### config.mk
export PLATFORM = sky130hd
export DESIGN_NAME = butterfly_r2_pipe
export DESIGN_NICKNAME = d
export VERILOG_FILES = /design/src/rtl/fft_pkg.sv /design/src/rtl/bfly_round_sat.sv /design/src/rtl/butterfly_r2_pipe.sv
export SDC_FILE = /design/constraint.sdc
export NUM_CORES = 2
export LEC_CHECK = 0
export CAP_MARGIN = 10
export CORE_MARGIN = 2
export CORE_UTILIZATION = 60
export DETAILED_ROUTE_END_ITERATION = 12
export PLACE_DENSITY = 0.8
export SKIP_LAST_GASP = 1
export SYNTH_ARGS = -nofsm -noshare
export SYNTH_HDL_FRONTEND = slang
export SYNTH_SLANG_ARGS = --single-unit
### constraint.sdc
create_clock -name clk -period 14.3 [get_ports clk]
set_input_delay 2.86 -clock clk [delete_from_list [all_inputs] [get_ports clk]]
set_output_delay 2.86 -clock clk [all_outputs]
set_load 0.02 [all_outputs]
### src/rtl/fft_pkg.sv
// fft_pkg: shared definitions for the FFT datapath.
// Holds the butterfly pipeline depth, a generic complex-sample container and
// width-parametrised rounding / saturation helpers. The helpers work on a
// 64-bit signed carrier and take the target width or shift as an argument,
// so callers pick the width at the call site.
package fft_pkg;

  localparam int BFLY_LAT   = 3;
  localparam int CPLX_MAX_W = 32;

  typedef struct packed {
    logic signed [CPLX_MAX_W-1:0] re;
    logic signed [CPLX_MAX_W-1:0] im;
  } cplx_t;

  // Round-half-up arithmetic right shift: add half an LSB of the result, then shift.
  function automatic logic signed [63:0] round_shift(input logic signed [63:0] v, input int sh);
    logic signed [63:0] bias;
    bias = 64'sd1 <<< (sh - 1);
    return (v + bias) >>> sh;
  endfunction

  // True when v lies outside the signed range of a w-bit word.
  function automatic logic is_sat(input logic signed [63:0] v, input int w);
    logic signed [63:0] hi;
    logic signed [63:0] lo;
    hi = (64'sd1 <<< (w - 1)) - 64'sd1;
    lo = -(64'sd1 <<< (w - 1));
    return (v > hi) || (v < lo);
  endfunction

  // Clamp v into the signed range of a w-bit word.
  function automatic logic signed [63:0] sat_clip(input logic signed [63:0] v, input int w);
    logic signed [63:0] hi;
    logic signed [63:0] lo;
    hi = (64'sd1 <<< (w - 1)) - 64'sd1;
    lo = -(64'sd1 <<< (w - 1));
    if (v > hi) begin
      return hi;
    end else if (v < lo) begin
      return lo;
    end
    return v;
  endfunction

endpackage

### src/rtl/bfly_round_sat.sv
// bfly_round_sat: scales a wide twiddle-product sum back to sample range.
// Shifts right by SHIFT (one more when i_scale is set) with round-half-up,
// then saturates to OUT_W signed bits. o_sat flags that clamping happened.
module bfly_round_sat
  import fft_pkg::*;
#(
  parameter int IN_W  = 34,
  parameter int OUT_W = 17,
  parameter int SHIFT = 15
) (
  input  logic signed [IN_W-1:0]  i_val,
  input  logic                    i_scale,
  output logic signed [OUT_W-1:0] o_val,
  output logic                    o_sat
);

  logic signed [63:0] w_rnd;

  // Round the sum at the selected shift, then clamp and report the clamp.
  always_comb begin
    w_rnd = round_shift(64'(i_val), i_scale ? SHIFT + 1 : SHIFT);
    o_sat = is_sat(w_rnd, OUT_W);
    o_val = OUT_W'(sat_clip(w_rnd, OUT_W));
  end

endmodule

### src/rtl/butterfly_r2_pipe.sv
// butterfly_r2_pipe: three-stage radix-2 DIF butterfly with valid/ready.
//   Y0 = X0 + X1, Y1 = (X0 - X1) * (cos - j*sin)
// Stage 1 forms exact sum/difference, stage 2 the four twiddle products,
// stage 3 combines, rounds and saturates into the output register.
// A single enable freezes every stage while the output is held.
// Optional: define BFLY_OVF_STICKY_EN to add the sticky ovf flag with ovf_clr.
module butterfly_r2_pipe
  import fft_pkg::*;
#(
  parameter int DATA_W = 16,
  parameter int TW_W   = 16,
  parameter int TAG_W  = 8
) (
  input  logic                     clk,
  input  logic                     rst,
  input  logic                     in_valid,
  output logic                     in_ready,
  input  logic signed [DATA_W-1:0] x0_re,
  input  logic signed [DATA_W-1:0] x0_im,
  input  logic signed [DATA_W-1:0] x1_re,
  input  logic signed [DATA_W-1:0] x1_im,
  input  logic signed [TW_W-1:0]   tw_cos,
  input  logic signed [TW_W-1:0]   tw_sin,
  input  logic                     scale,
  input  logic [TAG_W-1:0]         tag_in,
  output logic                     out_valid,
  input  logic                     out_ready,
  output logic signed [DATA_W:0]   y0_re,
  output logic signed [DATA_W:0]   y0_im,
  output logic signed [DATA_W:0]   y1_re,
  output logic signed [DATA_W:0]   y1_im,
  output logic [TAG_W-1:0]         tag_out
`ifdef BFLY_OVF_STICKY_EN
  ,
  output logic                     ovf,
  input  logic                     ovf_clr
`endif
);

  localparam int YW = DATA_W + 1;
  localparam int PW = DATA_W + TW_W + 1;
  localparam int SW = DATA_W + TW_W + 2;

  logic w_ce;

  logic                   r_v1;
  logic signed [YW-1:0]   r_s0_re;
  logic signed [YW-1:0]   r_s0_im;
  logic signed [YW-1:0]   r_d_re;
  logic signed [YW-1:0]   r_d_im;
  logic signed [TW_W-1:0] r_cos;
  logic signed [TW_W-1:0] r_sin;
  logic                   r_scale1;
  logic [TAG_W-1:0]       r_tag1;

  logic                   r_v2;
  logic signed [PW-1:0]   r_p_rc;
  logic signed [PW-1:0]   r_p_rs;
  logic signed [PW-1:0]   r_p_ic;
  logic signed [PW-1:0]   r_p_is;
  logic signed [YW-1:0]   r_s0_re2;
  logic signed [YW-1:0]   r_s0_im2;
  logic                   r_scale2;
  logic [TAG_W-1:0]       r_tag2;

  logic                   r_out_valid;
  logic signed [YW-1:0]   r_y0_re;
  logic signed [YW-1:0]   r_y0_im;
  logic signed [YW-1:0]   r_y1_re;
  logic signed [YW-1:0]   r_y1_im;
  logic [TAG_W-1:0]       r_tag_out;

  logic signed [SW-1:0]   w_re;
  logic signed [SW-1:0]   w_im;
  logic signed [YW-1:0]   w_y0_re;
  logic signed [YW-1:0]   w_y0_im;
  logic signed [YW-1:0]   w_y1_re;
  logic signed [YW-1:0]   w_y1_im;
  logic                   w_sat_re;
  logic                   w_sat_im;

  // The pipe moves whenever the output slot is empty or being drained.
  assign w_ce     = !r_out_valid || out_ready;
  assign in_ready = w_ce;

  // Stage 1: exact sum and difference, twiddle/scale/tag captured alongside.
  always_ff @(posedge clk) begin
    if (rst) begin
      r_v1     <= 1'b0;
      r_s0_re  <= '0;
      r_s0_im  <= '0;
      r_d_re   <= '0;
      r_d_im   <= '0;
      r_cos    <= '0;
      r_sin    <= '0;
      r_scale1 <= 1'b0;
      r_tag1   <= '0;
    end else if (w_ce) begin
      r_v1     <= in_valid;
      r_s0_re  <= YW'(x0_re) + YW'(x1_re);
      r_s0_im  <= YW'(x0_im) + YW'(x1_im);
      r_d_re   <= YW'(x0_re) - YW'(x1_re);
      r_d_im   <= YW'(x0_im) - YW'(x1_im);
      r_cos    <= tw_cos;
      r_sin    <= tw_sin;
      r_scale1 <= scale;
      r_tag1   <= tag_in;
    end
  end

  // Stage 2: the four difference-by-twiddle products, sum delayed to match.
  always_ff @(posedge clk) begin
    if (rst) begin
      r_v2     <= 1'b0;
      r_p_rc   <= '0;
      r_p_rs   <= '0;
      r_p_ic   <= '0;
      r_p_is   <= '0;
      r_s0_re2 <= '0;
      r_s0_im2 <= '0;
      r_scale2 <= 1'b0;
      r_tag2   <= '0;
    end else if (w_ce) begin
      r_v2     <= r_v1;
      r_p_rc   <= PW'(r_d_re) * PW'(r_cos);
      r_p_rs   <= PW'(r_d_re) * PW'(r_sin);
      r_p_ic   <= PW'(r_d_im) * PW'(r_cos);
      r_p_is   <= PW'(r_d_im) * PW'(r_sin);
      r_s0_re2 <= r_s0_re;
      r_s0_im2 <= r_s0_im;
      r_scale2 <= r_scale1;
      r_tag2   <= r_tag1;
    end
  end

  // Stage 3 combine: multiply by (cos - j*sin), and halve Y0 with rounding on scaled beats.
  always_comb begin
    w_re    = SW'(r_p_rc) + SW'(r_p_is);
    w_im    = SW'(r_p_ic) - SW'(r_p_rs);
    w_y0_re = r_s0_re2;
    w_y0_im = r_s0_im2;
    if (r_scale2) begin
      w_y0_re = YW'(round_shift(64'(r_s0_re2), 1));
      w_y0_im = YW'(round_shift(64'(r_s0_im2), 1));
    end
  end

  bfly_round_sat #(
    .IN_W  (SW),
    .OUT_W (YW),
    .SHIFT (TW_W - 1)
  ) u_rs_re (
    .i_val   (w_re),
    .i_scale (r_scale2),
    .o_val   (w_y1_re),
    .o_sat   (w_sat_re)
  );

  bfly_round_sat #(
    .IN_W  (SW),
    .OUT_W (YW),
    .SHIFT (TW_W - 1)
  ) u_rs_im (
    .i_val   (w_im),
    .i_scale (r_scale2),
    .o_val   (w_y1_im),
    .o_sat   (w_sat_im)
  );

  // Output register: holds its contents while downstream stalls.
  always_ff @(posedge clk) begin
    if (rst) begin
      r_out_valid <= 1'b0;
      r_y0_re     <= '0;
      r_y0_im     <= '0;
      r_y1_re     <= '0;
      r_y1_im     <= '0;
      r_tag_out   <= '0;
    end else if (w_ce) begin
      r_out_valid <= r_v2;
      r_y0_re     <= w_y0_re;
      r_y0_im     <= w_y0_im;
      r_y1_re     <= w_y1_re;
      r_y1_im     <= w_y1_im;
      r_tag_out   <= r_tag2;
    end
  end

  assign out_valid = r_out_valid;
  assign y0_re     = r_y0_re;
  assign y0_im     = r_y0_im;
  assign y1_re     = r_y1_re;
  assign y1_im     = r_y1_im;
  assign tag_out   = r_tag_out;

`ifdef BFLY_OVF_STICKY_EN
  logic r_ovf;

  // Sticky flag: a valid saturating beat entering the output sets it, and beats a clear.
  always_ff @(posedge clk) begin
    if (rst) begin
      r_ovf <= 1'b0;
    end else if (w_ce && r_v2 && (w_sat_re || w_sat_im)) begin
      r_ovf <= 1'b1;
    end else if (ovf_clr) begin
      r_ovf <= 1'b0;
    end
  end

  assign ovf = r_ovf;
`else
  logic w_unused_sat;
  assign w_unused_sat = w_sat_re | w_sat_im;
`endif

endmodule

==> results.tsv <==
metric	value	unit
grt_max_degree	146	
synth-edff-count	0	
grt_overflow	0	
setup-violations-final	0	
post_drt_wl_per_cell	18.53	um
fin_tns_setup	0	ns
antenna_found_initial	1	
grt_pass1_vias	50030	
async_flop_share	0	%
finalHoldViolations	0	
layout-drive-gt1-share	3.362	%
ir_worst_vdd	0.1158	mV
synth.largest_area_cell	fa_1	
worst_pin_slew	1.131	ns
crit_path_start_kind	register	
cts_root_buf	clkbuf_16	
layoutNonFillerInstCount	8290	
worstSetupPathType	reg -> reg	
arrival	8.33	ns
clock_latency	0.66	ns
fin_skew	0.06213	ns
synth.area.top_cells	fa_1 (37%), dfxtp_1 (12%), ha_1 (11%)	
cts_hold_buf	0	
synth.ff_latch_count	361	
drv_slew	0	
clockBufferDepth	3	
netSwitchingPower	0.004670	W
ant_nets	0	
post_cts_buffers	0	
fmaxAchievable	0.1286	GHz
cts.sinks	361	
drt_iter0_drc	3925	
comb_power_share	72.4	%
p_int	0.004687	W
core	0.1001	mm2
post-route-period-util	54.40	%
yosys_warnings	0	
cts_made_buffers	44	
worstPathRequired	14.85	ns
synth_top_area_share	36.66	%
fillers	8101	
grt_usage	30.83	%
crit_fanout	18	
grt_pass1_wl	256100	um
syn_inst	7036	
p_leak	29.94	nW
maxCapViolations	0	
clkPwrFrac	12.3	%
syn-num-nets	8784	
place.gp.congestion	0.9327	
syn_area	0.06073	mm2
viasPerCell	5.780	
area_delta_synth_final	6.723	%
die_area	0.1038	mm2
ys_seq_area_share	11.90	%
status	finished clean	
place.detailed.instances	8206	
period_needed	7.779	ns
final_core_util	64.72	%
syn_area_per_cell	8.631	um2
yosysMostFrequentCell	inv_1	
cts.reportedPaths.clkPinSlew	0.07	ns
rows	116	
cts_tree	built	
ios	187	
initial_core_util	60.64	%
power	0.009357	W
slew_headroom	24.59	%
ys_types	99	
final_nets	8702	
dpl.hpwl	115500	um
h-tree-depth	2	
fp.dieW	322.1	um
synth_common_cells	inv_1 (1270), nand2_1 (1158), fa_1 (1112)	
power.density	144.4	mW/mm2
drcViolationCount	0	
rsz0062_at_grt	false	
power.share.switching	49.91	%
seqPwrFrac	15.3	%
drt_wl_total	153600	um
seqCellArea	0.007244	mm2
vias	47910	
cts-resized-gates	0	
port_buffers	186	
die_y	322.1	um
drtPass1Iterations	9	
endpoint_kind	register	
whs	0.4415	ns
synth_flop_cell	dfxtp_1	
multiInputGateArea	0.04725	mm2
hold_path.class	reg -> reg	
## worst max-delay path, cell delays in order (launching register included)
cell,delay (ns)
dfxtp_1,0.83
buf_4,0.38
nand2_1,0.11
fa_1,0.53
inv_1,0.06
fa_1,0.52
inv_1,0.05
fa_1,0.48
fa_1,0.54
inv_1,0.05
fa_1,0.48
inv_1,0.05
fa_1,0.47
inv_1,0.04
ha_1,0.33
a21o_1,0.19
a21o_1,0.21
a21oi_2,0.26
nand3_1,0.12
o21ai_1,0.37
o21ai_0,0.34
a211o_1,0.38
a31oi_1,0.37
a21oi_1,0.14
xnor2_1,0.15
a211oi_1,0.22
## stage by stage
stage | cell area, um2 | setup slack [ns]
floorplan | 60730 | 7.558
global placement | 63320 | 6.631
CTS | 64810 | 6.613
global route | 64810 | 6.232
detailed placement | 63320 | 6.620
finish | 64810 | 6.521
## path summary, 6_finish.rpt
check                                                  to                startpoint  cells past startpoint  slack, ns
worst max-delay path              r_p_is[32]$_SDFFE_PP0P_    r_d_im[9]$_SDFFE_PP0P_                     25       6.52
worst min-delay path            r_s0_im2[15]$_SDFFE_PP0P_  r_s0_im[15]$_SDFFE_PP0P_                      2       0.44
worst max register to register    r_p_is[32]$_SDFFE_PP0P_    r_d_im[9]$_SDFFE_PP0P_                     25       6.52
worst min register to register  r_s0_im2[15]$_SDFFE_PP0P_  r_s0_im[15]$_SDFFE_PP0P_                      2       0.44
## state kept, by name, indices dropped and copies added (netlist names), 8 cells and up
register	count
r_p_ic	33
r_p_is	33
r_p_rc	33
r_p_rs	33
r_s0_im2	17
r_s0_im	17
r_s0_re2	17
r_s0_re	17
y0_im	17
y0_re	17
y1_im	17
y1_re	17
r_cos	16
r_d_im	16
r_d_re	16
r_sin	16
r_tag1	8
r_tag2	8
tag_out	8
## cells in the final DEF (no fill, tap or decap), drive strengths merged, types with 109 or more instances in the layout
cell	synthesis	routed
o21ai	148	148
fa	1112	1112
a211oi	109	109
dfxtp	361	361
and2	413	413
clkdlybuf4s50	0	185
nand2	1160	1160
nor2	222	222
inv	1271	1271
ha	527	527
xnor2	167	167
a21oi	435	435
## cell families after synthesis
group | count (synthesis) | synth area share [%]
flops | 361 | 11.90
mux | 20 | 0.3729
xor+xnor | 209 | 3.014
buf+inv | 1658 | 10.31
simple gates | 2142 | 16.27
fa+ha+maj | 1639 | 47.52
compound gates | 1007 | 10.62
## per-layer routing
metal | GRT usage [%] | part of all wire, % | vias to the layer above
met3 | 5.086 | 9.1 | 349
met1 | 41.61 | 40 | 23850
met4 | 13.78 | 5.0 | 4
li1 | - | - | 21600
met5 | 0 | 0.015 | -
met2 | 49.19 | 46 | 2108
## area by class of cell
class	count	share of cell area (%)
Antenna cell	2	0.007722
Clock inverter	26	0.4247
Inverter	1271	7.373
Clock buffer	56	1.861
Multi-Input combinational cell	5017	72.90
Tap cell	1298	2.506
Timing Repair Buffer	259	3.745
Sequential cell	361	11.18
## power groups by stage
| stage | registers [W] | clock network, W | logic [W] |
|---|---|---|---|
| final | 0.00143 | 0.00115 | 0.00677 |
| after global routing | 0.00145 | 0.00121 | 0.00758 |
| after CTS | 0.00142 | 0.00117 | 0.00670 |
| after detailed placement | 0.00144 | 0 | 0.00663 |
| after global placement | 0.00143 | 0 | 0.00639 |
| after floorplan | 0.00142 | 0 | 0.00507 |
(Power assumes the default switching activity.)
